File: src/rtl/comb_sweep_ctrl.sv
// Exhaustive-sweep sequencer: steps dut_in through every vector, waits SETTLE
// cycles per vector, then records dut_y into a truth table and a minterm count.
module comb_sweep_ctrl #(
  parameter int WIDTH  = 4,
  parameter int SETTLE = 2
) (
  input  logic                  clk,
  input  logic                  rst_n,
  input  logic                  start,
  input  logic                  abort,
  input  logic                  dut_y,
  output logic [WIDTH-1:0]      dut_in,
  output logic                  busy,
  output logic                  done,
  output logic [2**WIDTH-1:0]   truth_table,
  output logic [WIDTH:0]        ones_count
);

  typedef enum logic [1:0] {
    S_IDLE,
    S_SETTLE,
    S_SAMPLE,
    S_DONE
  } state_t;

  localparam logic [WIDTH-1:0] LAST_VEC   = {WIDTH{1'b1}};
  localparam logic [7:0]       CNT_RELOAD = (SETTLE == 0) ? 8'd0 : 8'(SETTLE - 1);
  // With no settle time the sequencer skips SETTLE and samples every cycle.
  localparam state_t           AFTER_LOAD = (SETTLE == 0) ? S_SAMPLE : S_SETTLE;

  state_t                state_q, state_d;
  logic [7:0]            cnt_q, cnt_d;
  logic [WIDTH-1:0]      dut_in_q, dut_in_d;
  logic                  busy_q, busy_d;
  logic                  done_q, done_d;
  logic [2**WIDTH-1:0]   tt_q, tt_d;
  logic [WIDTH:0]        ones_q, ones_d;

  always_ff @(posedge clk or negedge rst_n) begin
    if (!rst_n) begin
      state_q  <= S_IDLE;
      cnt_q    <= '0;
      dut_in_q <= '0;
      busy_q   <= 1'b0;
      done_q   <= 1'b0;
      tt_q     <= '0;
      ones_q   <= '0;
    end else begin
      state_q  <= state_d;
      cnt_q    <= cnt_d;
      dut_in_q <= dut_in_d;
      busy_q   <= busy_d;
      done_q   <= done_d;
      tt_q     <= tt_d;
      ones_q   <= ones_d;
    end
  end

  always_comb begin
    state_d  = state_q;
    cnt_d    = cnt_q;
    dut_in_d = dut_in_q;
    busy_d   = busy_q;
    done_d   = 1'b0;
    tt_d     = tt_q;
    ones_d   = ones_q;

    case (state_q)
      S_IDLE: begin
        if (start) begin
          dut_in_d = '0;
          tt_d     = '0;
          ones_d   = '0;
          busy_d   = 1'b1;
          cnt_d    = CNT_RELOAD;
          state_d  = AFTER_LOAD;
        end
      end

      S_SETTLE: begin
        if (abort) begin
          state_d  = S_IDLE;
          busy_d   = 1'b0;
          dut_in_d = '0;
        end else if (cnt_q == 8'd0) begin
          state_d = S_SAMPLE;
        end else begin
          cnt_d = cnt_q - 8'd1;
        end
      end

      S_SAMPLE: begin
        // Abort wins over the capture, so the current vector is left unrecorded.
        if (abort) begin
          state_d  = S_IDLE;
          busy_d   = 1'b0;
          dut_in_d = '0;
        end else begin
          tt_d[dut_in_q] = dut_y;
          ones_d         = ones_q + {{WIDTH{1'b0}}, dut_y};
          if (dut_in_q == LAST_VEC) begin
            state_d = S_DONE;
            busy_d  = 1'b0;
            done_d  = 1'b1;
          end else begin
            dut_in_d = dut_in_q + 1'b1;
            cnt_d    = CNT_RELOAD;
            state_d  = AFTER_LOAD;
          end
        end
      end

      S_DONE: begin
        state_d = S_IDLE;
      end

      default: begin
        state_d = S_IDLE;
      end
    endcase
  end

  assign dut_in      = dut_in_q;
  assign busy        = busy_q;
  assign done        = done_q;
  assign truth_table = tt_q;
  assign ones_count  = ones_q;

endmodule

File: config.mk
export PLATFORM = sky130hd
export DESIGN_NAME = comb_sweep_ctrl
export DESIGN_NICKNAME = d
export VERILOG_FILES = /design/src/rtl/comb_sweep_ctrl.sv
export SDC_FILE = /design/constraint.sdc
export NUM_CORES = 1
export LEC_CHECK = 0
export ABC_CLOCK_PERIOD_IN_PS = 2240
export CAP_MARGIN = 15
export CORE_ASPECT_RATIO = 0.9
export CORE_MARGIN = 1
export CORE_UTILIZATION = 30
export DETAILED_ROUTE_END_ITERATION = 16
export MAX_ROUTING_LAYER = met4
export PLACE_DENSITY = 0.54
export SLEW_MARGIN = 20
export SYNTH_ARGS = -nofsm -noshare
export SYNTH_HDL_FRONTEND = slang
export SYNTH_SLANG_ARGS = --single-unit
File: constraint.sdc
create_clock -name clk -period 2.24 [get_ports clk]
set_clock_uncertainty 0.05 [all_clocks]
set_input_delay 0.672 -clock clk [delete_from_list [all_inputs] [get_ports clk]]
set_output_delay 0.672 -clock clk [all_outputs]
set_load 0.02 [all_outputs]
**Word level (Yosys, flattened, before mapping)**

Index checks and enable logic that the tools add are counted.
W data, S select, Z words.

- Word-level logic and storage cells: 69
- Register bits after elaboration: 37
- Input bits: 5

- Add/sub/neg operators: 3
- $lt $le $gt $ge: 2
- Reductions and logical operators: 10
- Eq/ne operators: 13
- Muxes and demuxes: 34

Operators by type and width:

| operator | number |
|---|---|
| $mux W8 | 5 |
| $mux W16 | 2 |
| $pmux W16 S2 | 1 |
| $pmux W8 S3 | 1 |
| $bwmux W16 | 1 |
| $mux W4 | 4 |
| $ne A2 B2 Y1 const B | 6 |
| $pmux W4 S3 | 1 |
| $mux W2 | 5 |
| $mux W5 | 2 |
| $pmux W5 S2 | 1 |
| $ne A3 B3 Y1 const B | 3 |
| $logic_not A8 Y1 | 1 |
| $mux W1 | 8 |
| $pmux W2 S4 | 1 |
| $reduce_and A4 Y1 | 2 |
| $sub A8 B1 Y8 const B | 1 |
| $reduce_and A6 Y1 | 1 |
| $add A5 B1 Y5 | 1 |
| $lt A4 B5 Y1 const B | 1 |
| $add A4 B1 Y4 const B | 1 |
| $demux W1 S4 | 1 |
| $eq A2 B2 Y1 const B | 2 |
| $eq A4 B4 Y1 const B | 1 |
| 9 further kinds | 9 |

**Logic depth before layout (Yosys ltp)**

Gate-level depths: netlist of run 1.

- Depth after elaboration: 7
- Mapped depth: 10
- Gate-level depth less buffers: 6

**Worst setup path before layout of run 1**

No wires, ideal clock.

- Path type: flip-flop to flip-flop
- Start point: register state_q[0]
- End point: register tt_q[15], in the netlist truth_table[15]
- Required time: 2.060 ns
- Clock period less this slack: 1.900 ns
- Data arrival time: 1.720 ns
- Setup time: 0.130 ns
- Cell stages (with the launch flop): 11
- Path slack: 0.340 ns
- Path through: dfrtp_1 > inv_1 > ha_1 > buf_4 > nor2b_1 > buf_2 > o21a_1 > buf_4 > buf_4 > a22oi_1 > o22ai_1

- Longest elaborated chain between the ends: 3
- Elaborated cells between the ends (all ways): 7

RTL lines:

| element | RTL line | RTL |
|---|---|---|
| start: declaration | 31 | `state_t state_q, state_d;` |
| start signal: assignment | 49 | `state_q <= state_d;` |
| $eq A2 B2 Y1 / $logic_not A2 Y1 (equally long branches) | 68 | `case (state_q)` |
| $ne A2 B2 Y1 (no line) / $reduce_bool A2 Y1 (equally long branches) | - |  |
| $reduce_and A3 Y1 (no line) | - |  |
| end signal: assignment | 54 | `tt_q <= tt_d;` |
| end: declaration | 36 | `logic [2**WIDTH-1:0] tt_q, tt_d;` |

Parallel ways exist; a longest one is shown, timed or not.
A chain may end at the register's enable or synchronous reset.

**Worst setup path in the final report of run 1**

- Start point: register dut_in_q[0], in the netlist dut_in[0]
- End point: output dut_in[0]

RTL lines:

| element | RTL line | RTL |
|---|---|---|
| start: declaration | 33 | `logic [WIDTH-1:0] dut_in_q, dut_in_d;` |
| start signal: assignment | 51 | `dut_in_q <= dut_in_d;` |
| end: declaration | 12 | `output logic [WIDTH-1:0] dut_in,` |

No word-level cell between the ends.

==> results of run 1 <==
-- power groups by stage --
| stage | combinational (uW) | clock, uW | sequential [uW] |
|---|---|---|---|
| floorplan | 714 | 0 | 868 |
| finish | 1110 | 599 | 870 |
| global route | 1230 | 646 | 885 |
| global placement | 1100 | 0 | 878 |
| detailed placement | 1100 | 0 | 877 |
| CTS | 1100 | 615 | 866 |
-- final timing paths --
| path | start | endpoint | slack, ns | cells past startpoint |
|---|---|---|---|---|
| worst max-delay path | dut_in[0] | dut_in[0] | 0.11 | 1 |
| worst min-delay path | rst_n | truth_table[12] | 0.26 | 1 |
| worst max register to register | state_q[0] | truth_table[12] | 0.25 | 7 |
| worst min register to register | truth_table[4] | truth_table[4] | 0.48 | 2 |
| max in group asynchronous | rst_n | cnt_q[6] | 1.43 | 2 |
| min in group clk | truth_table[4] | truth_table[4] | 0.48 | 2 |
-- cells in the mapped netlist, drive strengths merged (3+ instances only) --
cell,count
nor2,12
xor2,3
o31ai,3
nand2,33
buf,8
inv,11
nor2b,9
nand2b,4
clkbuf,5
and2,3
ha,12
or3,3
a2bb2oi,4
a22oi,3
nand4,4
dfrtp,37
nand3,16
a21oi,9
mux2i,18
-- sequential cells by signal (all words and copies together) (netlist names) --
signal	cells
busy	1
cnt_q	8
done	1
dut_in	4
ones_count	5
state_q	2
truth_table	16
-- cell families after synthesis --
logic type,count (synthesis),synth area share
adders and majority gates,12,0.0682
muxes,18,0.0818
and+or+nand+nor,98,0.234
AOI/OAI and AO/OA,40,0.133
DFF,37,0.420
xor gates and xnor gates,3,0.0119
buffers and inverters,24,0.0506
-- worst reg2reg max path: cells and delay by family (launching register included) --
family	cells	cell delay, ns
AO/OA/AOI/OAI	1	0.20
adder cells (fa/ha/maj)	1	0.35
buffers and inverters	2	0.26
flip-flops	1	0.42
multiplexers	1	0.14
AND/OR/NAND/NOR	2	0.46
-- layer usage --
layer,vias to the layer above,track usage,part of all wire
li1,924,-,-
met1,874,0.219,0.52
met2,33,0.208,0.43
met3,7,0.0311,0.032
met4,0,0.0469,0.012
met5,-,-,0
-- final cells by class --
class,instances,area [um2],share of cell area
clock inverters,3,46.3,0.0161
repair buffers,55,510,0.178
well taps,93,116,0.0405
flip-flops and latches,37,926,0.322
multi-input cells,171,1160,0.405
clock buffers,5,68.8,0.0239
inverters,11,41.3,0.0144
-- metrics by stage --
step           setup slack [ns]  setup TNS, ns  utilization  cells  total power, uW
2_1_floorplan             0.340              0            -    232             1580
3_3_place_gp             -0.109         -0.503        0.390    367             1980
3_5_place_dp            -0.0972         -0.592        0.390    367             1980
4_1_cts                   0.102              0        0.406    375             2590
5_1_grt                  0.0590              0        0.406    375             2770
6_report                  0.113              0        0.406    375             2570
==> key figures, run 1 <==
Outcome
  – Outcome: finished, final reports clean

Placement
  – Gpl congestion: 0.831
  – Instance area after placement: 0.00276 mm2
  – Buffers on Ports: 31
  – Half-perimeter wire length after detailed placement: 3820 um

Synth
  – Synthesized instance count: 232
  – Synthesis-stage register bit count: 37
  – Yosys top cell area share: 0.420
  – Biggest area contributors in the synthesized netlist: sky130_fd_sc_hd__dfrtp_1 (42%), sky130_fd_sc_hd__mux2i_1 (8.2%), sky130_fd_sc_hd__ha_1 (6.8%)
  – Seq/Total Area, Yosys: 0.420
  – Proportion of register bits with asynchronous set or reset after synthesis: 1.00
  – Most used flip-flop cell after synthesis: sky130_fd_sc_hd__dfrtp_1
  – Number of distinct library cells after synthesis: 48
  – Average size of a mapped cell: 9.49 um2
  – Number of enable-type register cells in the synthesized netlist: 0
  – Yosys warnings: 0
  – Post-Synthesis Cell Area: 0.00220 mm2
  – Library cell occupying the most area in the post-synthesis netlist: sky130_fd_sc_hd__dfrtp_1
  – Synthesized net count: 249

Critical path
  – Top cell family by delay on the critical path: buffers and inverters
  – Endpoint kind of the worst setup timing path: output port
  – Maximum single-stage delay on the critical path: 0.65 ns
  – Startpoint type of the worst setup path: register
  – Master of the slowest instance on the critical path: sky130_fd_sc_hd__clkdlybuf4s50_1
  – Ordered cell list for the critical path: clkdlybuf4s50_1
  – CP max FO: 7
  – WP data arrival: 1.41 ns
  – CP Class: register to output port
  – Crit path buffers/inverters: 1
  – Required time at the worst-slack endpoint: 1.52 ns

GRT
  – Largest net degree at the start of global routing: 21
  – GRT Residual Overflow: 0
  – Global-route wire length before repair: 8960 um
  – Total global routing track utilization: 0.151
  – Number of global-route vias before repair: 1810
  – Antenna violations before repair: 0

Clock tree
  – CTS buffer count: 5
  – CTS tree: yes
  – Post-CTS Setup Bufs: 0
  – Clk sink count: 37
  – PostCTS Resize Cnt: 0
  – Later-pin clock latency in the skew report: 0.30 ns
  – Number of H-tree levels: 2
  – CTS Buffer Depth: 2
  – Master cell of the clock root buffer: sky130_fd_sc_hd__clkbuf_8
  – # hold bufs at CTS: 0
  – Clock-pin slew of the registers on the worst-case setup and hold paths: 0.08 ns

Final layout
  – Count of nets after finishing: 298
  – Most frequent standard cell in the layout excluding fill and tap cells: sky130_fd_sc_hd__dfrtp_1
  – Fraction of layout instances using a drive strength above 1: 0.135
  – Area added between synthesis and finish: 30.5%
  – Leading cell types in the layout, fill and taps excluded: sky130_fd_sc_hd__dfrtp_1 (37), sky130_fd_sc_hd__nand2_1 (33), sky130_fd_sc_hd__clkdlybuf4s50_1 (30)
  – Total of fill cells in the finished design: 725
  – Post-route cell area: 0.00287 mm2
  – Number of diodes added for antenna fixing: 0

Detailed routing
  – Number of nets with antenna violations after detailed routing: 0
  – Wire length per cell: 13.8 um
  – Initial DRC Count: 93
  – First-pass iteration count of the detailed router: 4
  – Total Wirelength: 5170 um
  – Drt drc: 0
  – Vias: 1838
  – Routed via count divided by cell count: 4.90

Power
  – Clock share of power: 0.233
  – Sequential share of power: 0.338
  – Peak supply drop: 0.000443 V
  – Leakage power figure: 0.00131 uW
  – Power density over the cells: 896 mW/mm2
  – Switching share of power: 0.387
  – Share of total power in combinational logic: 0.429
  – Internal power consumption: 1580 uW
  – Reported net switching power: 997 uW

Timing
  – Number of hold-slack violations in the final timing report: 0
  – Period utilization: 0.950
  – Setup repair after global routing missed its margin: no
  – Worst hold slack: 0.263 ns
  – Worst slew pin tran: 0.545 ns
  – Total of endpoints with negative setup slack in the final report: 0
  – Max-slew violation total from the final report: 0
  – Shortest period the worst path allows: 2.13 ns
  – Top achievable clock speed: 470 MHz
  – Worst max-slew margin expressed relative to the limit: 0.634

Floorplanning
  – Floorplan die height: 83.3 um
  – Die width: 92.3 um
  – Floorplan Core Area: 0.00708 mm2
  – Effective utilization at floorplan: 0.311
  – Die Footprint: 0.00769 mm2
  – Std cell rows: 29
  – Boundary pin count: 32

Hold path
  – Worst min-delay path class: primary input to async pin

Job
  – Max-Cap Viols: 0
No activity file was read; power rests on OpenSTA's default activity.
==> run 2, diff against run 1 <==
--- a/config.mk
+++ b/config.mk
@@ -5,14 +5,15 @@
 export SDC_FILE = /design/constraint.sdc
 export NUM_CORES = 1
 export LEC_CHECK = 0
-export ABC_CLOCK_PERIOD_IN_PS = 2240
+export ABC_CLOCK_PERIOD_IN_PS = 2500
 export CAP_MARGIN = 15
+export CELL_PAD_IN_SITES_DETAIL_PLACEMENT = 0
+export CELL_PAD_IN_SITES_GLOBAL_PLACEMENT = 1
 export CORE_ASPECT_RATIO = 0.9
 export CORE_MARGIN = 1
 export CORE_UTILIZATION = 30
 export DETAILED_ROUTE_END_ITERATION = 16
-export MAX_ROUTING_LAYER = met4
-export PLACE_DENSITY = 0.54
+export PLACE_DENSITY = 0.65
 export SLEW_MARGIN = 20
 export SYNTH_ARGS = -nofsm -noshare
 export SYNTH_HDL_FRONTEND = slang
==> constraint.sdc (replaced) <==
create_clock -name clk -period 2.5 [get_ports clk]
set_clock_uncertainty 0.05 [all_clocks]
set_input_delay 0.75 -clock clk [delete_from_list [all_inputs] [get_ports clk]]
set_output_delay 0.75 -clock clk [all_outputs]
set_load 0.02 [all_outputs]
==> run 2 against run 1 <==
  * Sequential share of layout area rose by 1.3 points
  * Worst setup slack improved by 0.19 ns
  * Clock-buffer cell count rose by 1
  * Wire length fell by 4.7%
  * Combinational power fell by 17%
  * Critical path depth did not move
  * Hold slack improved by 0.084 ns
  * Global-route usage fell by 1.3 points
  * Design area fell by 3.7%
  * Via count fell by 3.0%
  * Sequential power fell by 11%
  * Die area did not move
  * Largest power group unchanged
==> key figures, run 2 (synthesis results as in run 1) <==
Placement
  – Buffers on Ports: 31
  – Gpl congestion: 0.861
  – Half-perimeter wire length after detailed placement: 3600 um

Timing
  – Total of endpoints with negative setup slack in the final report: 0
  – Max-slew violation total from the final report: 0
  – Worst hold slack: 0.347 ns
  – Number of hold-slack violations in the final timing report: 0
  – Shortest period the worst path allows: 2.19 ns
  – Top achievable clock speed: 456 MHz
  – Period utilization: 0.878
  – Worst max-slew margin expressed relative to the limit: 0.663
  – Worst slew pin tran: 0.504 ns
  – Setup tns final: 0 ns
  – Setup repair after global routing missed its margin: no

Floorplanning
  – Floorplan die height: 83.3 um
  – Die width: 92.3 um
  – Std cell rows: 29
  – Boundary pin count: 32
  – Floorplan Core Area: 0.00708 mm2
  – Effective utilization at floorplan: 0.311
  – Die Footprint: 0.00769 mm2

Detailed routing
  – Initial DRC Count: 71
  – Wire length per cell: 13.6 um
  – First-pass iteration count of the detailed router: 4
  – Number of nets with antenna violations after detailed routing: 0
  – Vias: 1783
  – Total Wirelength: 4930 um
  – Routed via count divided by cell count: 4.91
  – Drt drc: 0

Clock tree
  – CTS Buffer Depth: 2
  – Number of H-tree levels: 2
  – Later-pin clock latency in the skew report: 0.29 ns
  – CTS tree: yes
  – Clk sink count: 37
  – Post-CTS Setup Bufs: 0
  – Master cell of the clock root buffer: sky130_fd_sc_hd__clkbuf_8
  – CTS buffer count: 5
  – Clock-pin slew of the registers on the worst-case setup and hold paths: 0.08 ns
  – # hold bufs at CTS: 0
  – PostCTS Resize Cnt: 0

Critical path
  – Top cell family by delay on the critical path: buffers and inverters
  – Startpoint type of the worst setup path: register
  – CP Class: register to output port
  – Required time at the worst-slack endpoint: 1.70 ns
  – Endpoint kind of the worst setup timing path: output port
  – Master of the slowest instance on the critical path: sky130_fd_sc_hd__clkdlybuf4s50_1
  – CP max FO: 7
  – WP data arrival: 1.39 ns
  – Crit. path cell count: 1
  – Ordered cell list for the critical path: clkdlybuf4s50_1
  – Maximum single-stage delay on the critical path: 0.64 ns
  – Crit path buffers/inverters: 1
  – R2r worst-path depth: 6

GRT
  – Number of global-route vias before repair: 1677
  – Total global routing track utilization: 0.137
  – Global-route wire length before repair: 8340 um
  – Largest net degree at the start of global routing: 21
  – GRT Residual Overflow: 0
  – Antenna violations before repair: 0

Final layout
  – Multi-input gate area: 0.00116 mm2
  – Total of fill cells in the finished design: 737
  – Count of nets after finishing: 287
  – Register area: 926 um2
  – Most frequent standard cell in the layout excluding fill and tap cells: sky130_fd_sc_hd__dfrtp_1
  – Number of flip-flops under the largest register name: 16
  – Number of diodes added for antenna fixing: 0
  – Fraction of layout instances using a drive strength above 1: 0.0963
  – Area added between synthesis and finish: 25.6%
  – Leading cell types in the layout, fill and taps excluded: sky130_fd_sc_hd__dfrtp_1 (37), sky130_fd_sc_hd__nand2_1 (33), sky130_fd_sc_hd__clkdlybuf4s50_1 (30)

Outcome
  – Outcome: finished, final reports clean

Power
  – Peak supply drop: 0.000437 V
  – Power density over the cells: 770 mW/mm2
  – Leakage power figure: 0.00124 uW

Job
  – Max-Cap Viols: 0

Hold path
  – Worst min-delay path class: primary input to async pin
run 2: cell types whose count changed in the layout (fill, tap and decap cells not counted), sizes merged:
cell    delta
buf       -11
bufinv     -1
clkbuf     +1
clkinv     -1
run 2: layout make-up:
type | count | area share
multi-input combinational | 171 | 0.421
sequential | 37 | 0.335
timing repair buffer | 44 | 0.155
tap | 93 | 0.0421
clock buffer | 6 | 0.0299
inverter | 11 | 0.0149
clock inverter | 1 | 0.00271
run 2: power by group:
group | switching [uW] | internal (uW) | leakage, uW
Combinational | 526 | 400 | 0.000691
Sequential | 100 | 674 | 0.000506
Clock | 213 | 218 | 0.0000433
run 2: per-stage QoR:
step | area [um2] | power, uW | cells | worst slack, ns | util
final | 2770 | 2130 | 363 | 0.305 | 0.391
after detailed placement | 2680 | 1710 | 356 | 0.000931 | 0.378
after floorplan | 2200 | 1420 | 232 | 0.535 | -
after CTS | 2770 | 2150 | 363 | 0.293 | 0.391
after global routing | 2770 | 2280 | 363 | 0.198 | 0.391
after global placement | 2680 | 1720 | 356 | 0.0357 | 0.378
run 2: path summary, 6_finish.rpt:
| path | slack, ns | end | startpoint |
|---|---|---|---|
| hold / removal | 0.35 | done | rst_n |
| setup reg to reg | 0.42 | cnt_q[4] | state_q[0] |
| setup / recovery | 0.31 | dut_in[0] | dut_in[0] |
| max in group asynchronous | 1.60 | cnt_q[4] | rst_n |
| min in group clk | 0.47 | busy | busy |
| hold reg to reg | 0.47 | busy | busy |
run 2: worst reg2reg max path, stage by stage, from the launching register on:
cell and delay (ns):
sky130_fd_sc_hd__dfrtp_1 0.42, sky130_fd_sc_hd__inv_1 0.09, sky130_fd_sc_hd__ha_1 0.36, sky130_fd_sc_hd__nand4_1 0.23
sky130_fd_sc_hd__and4b_1 0.37, sky130_fd_sc_hd__and4_1 0.24, sky130_fd_sc_hd__a211o_1 0.22
run 2: routing by layer:
metal | part of all wire | GRT usage | vias up
met5 | 0 | 0 | -
met4 | 0.0097 | 0.0426 | 0
met3 | 0.032 | 0.0302 | 4
met2 | 0.44 | 0.193 | 35
met1 | 0.52 | 0.207 | 844
li1 | - | - | 900
==> run 3, diff against run 2 <==
--- a/config.mk
+++ b/config.mk
@@ -12,6 +12,7 @@
 export CORE_ASPECT_RATIO = 0.9
 export CORE_MARGIN = 1
 export CORE_UTILIZATION = 30
+export CTS_CLUSTER_DIAMETER = 120
 export DETAILED_ROUTE_END_ITERATION = 16
 export PLACE_DENSITY = 0.65
 export SLEW_MARGIN = 20
==> results of run 3 <==
No change in the layout: final DEF, timing and power equal those of run 2.
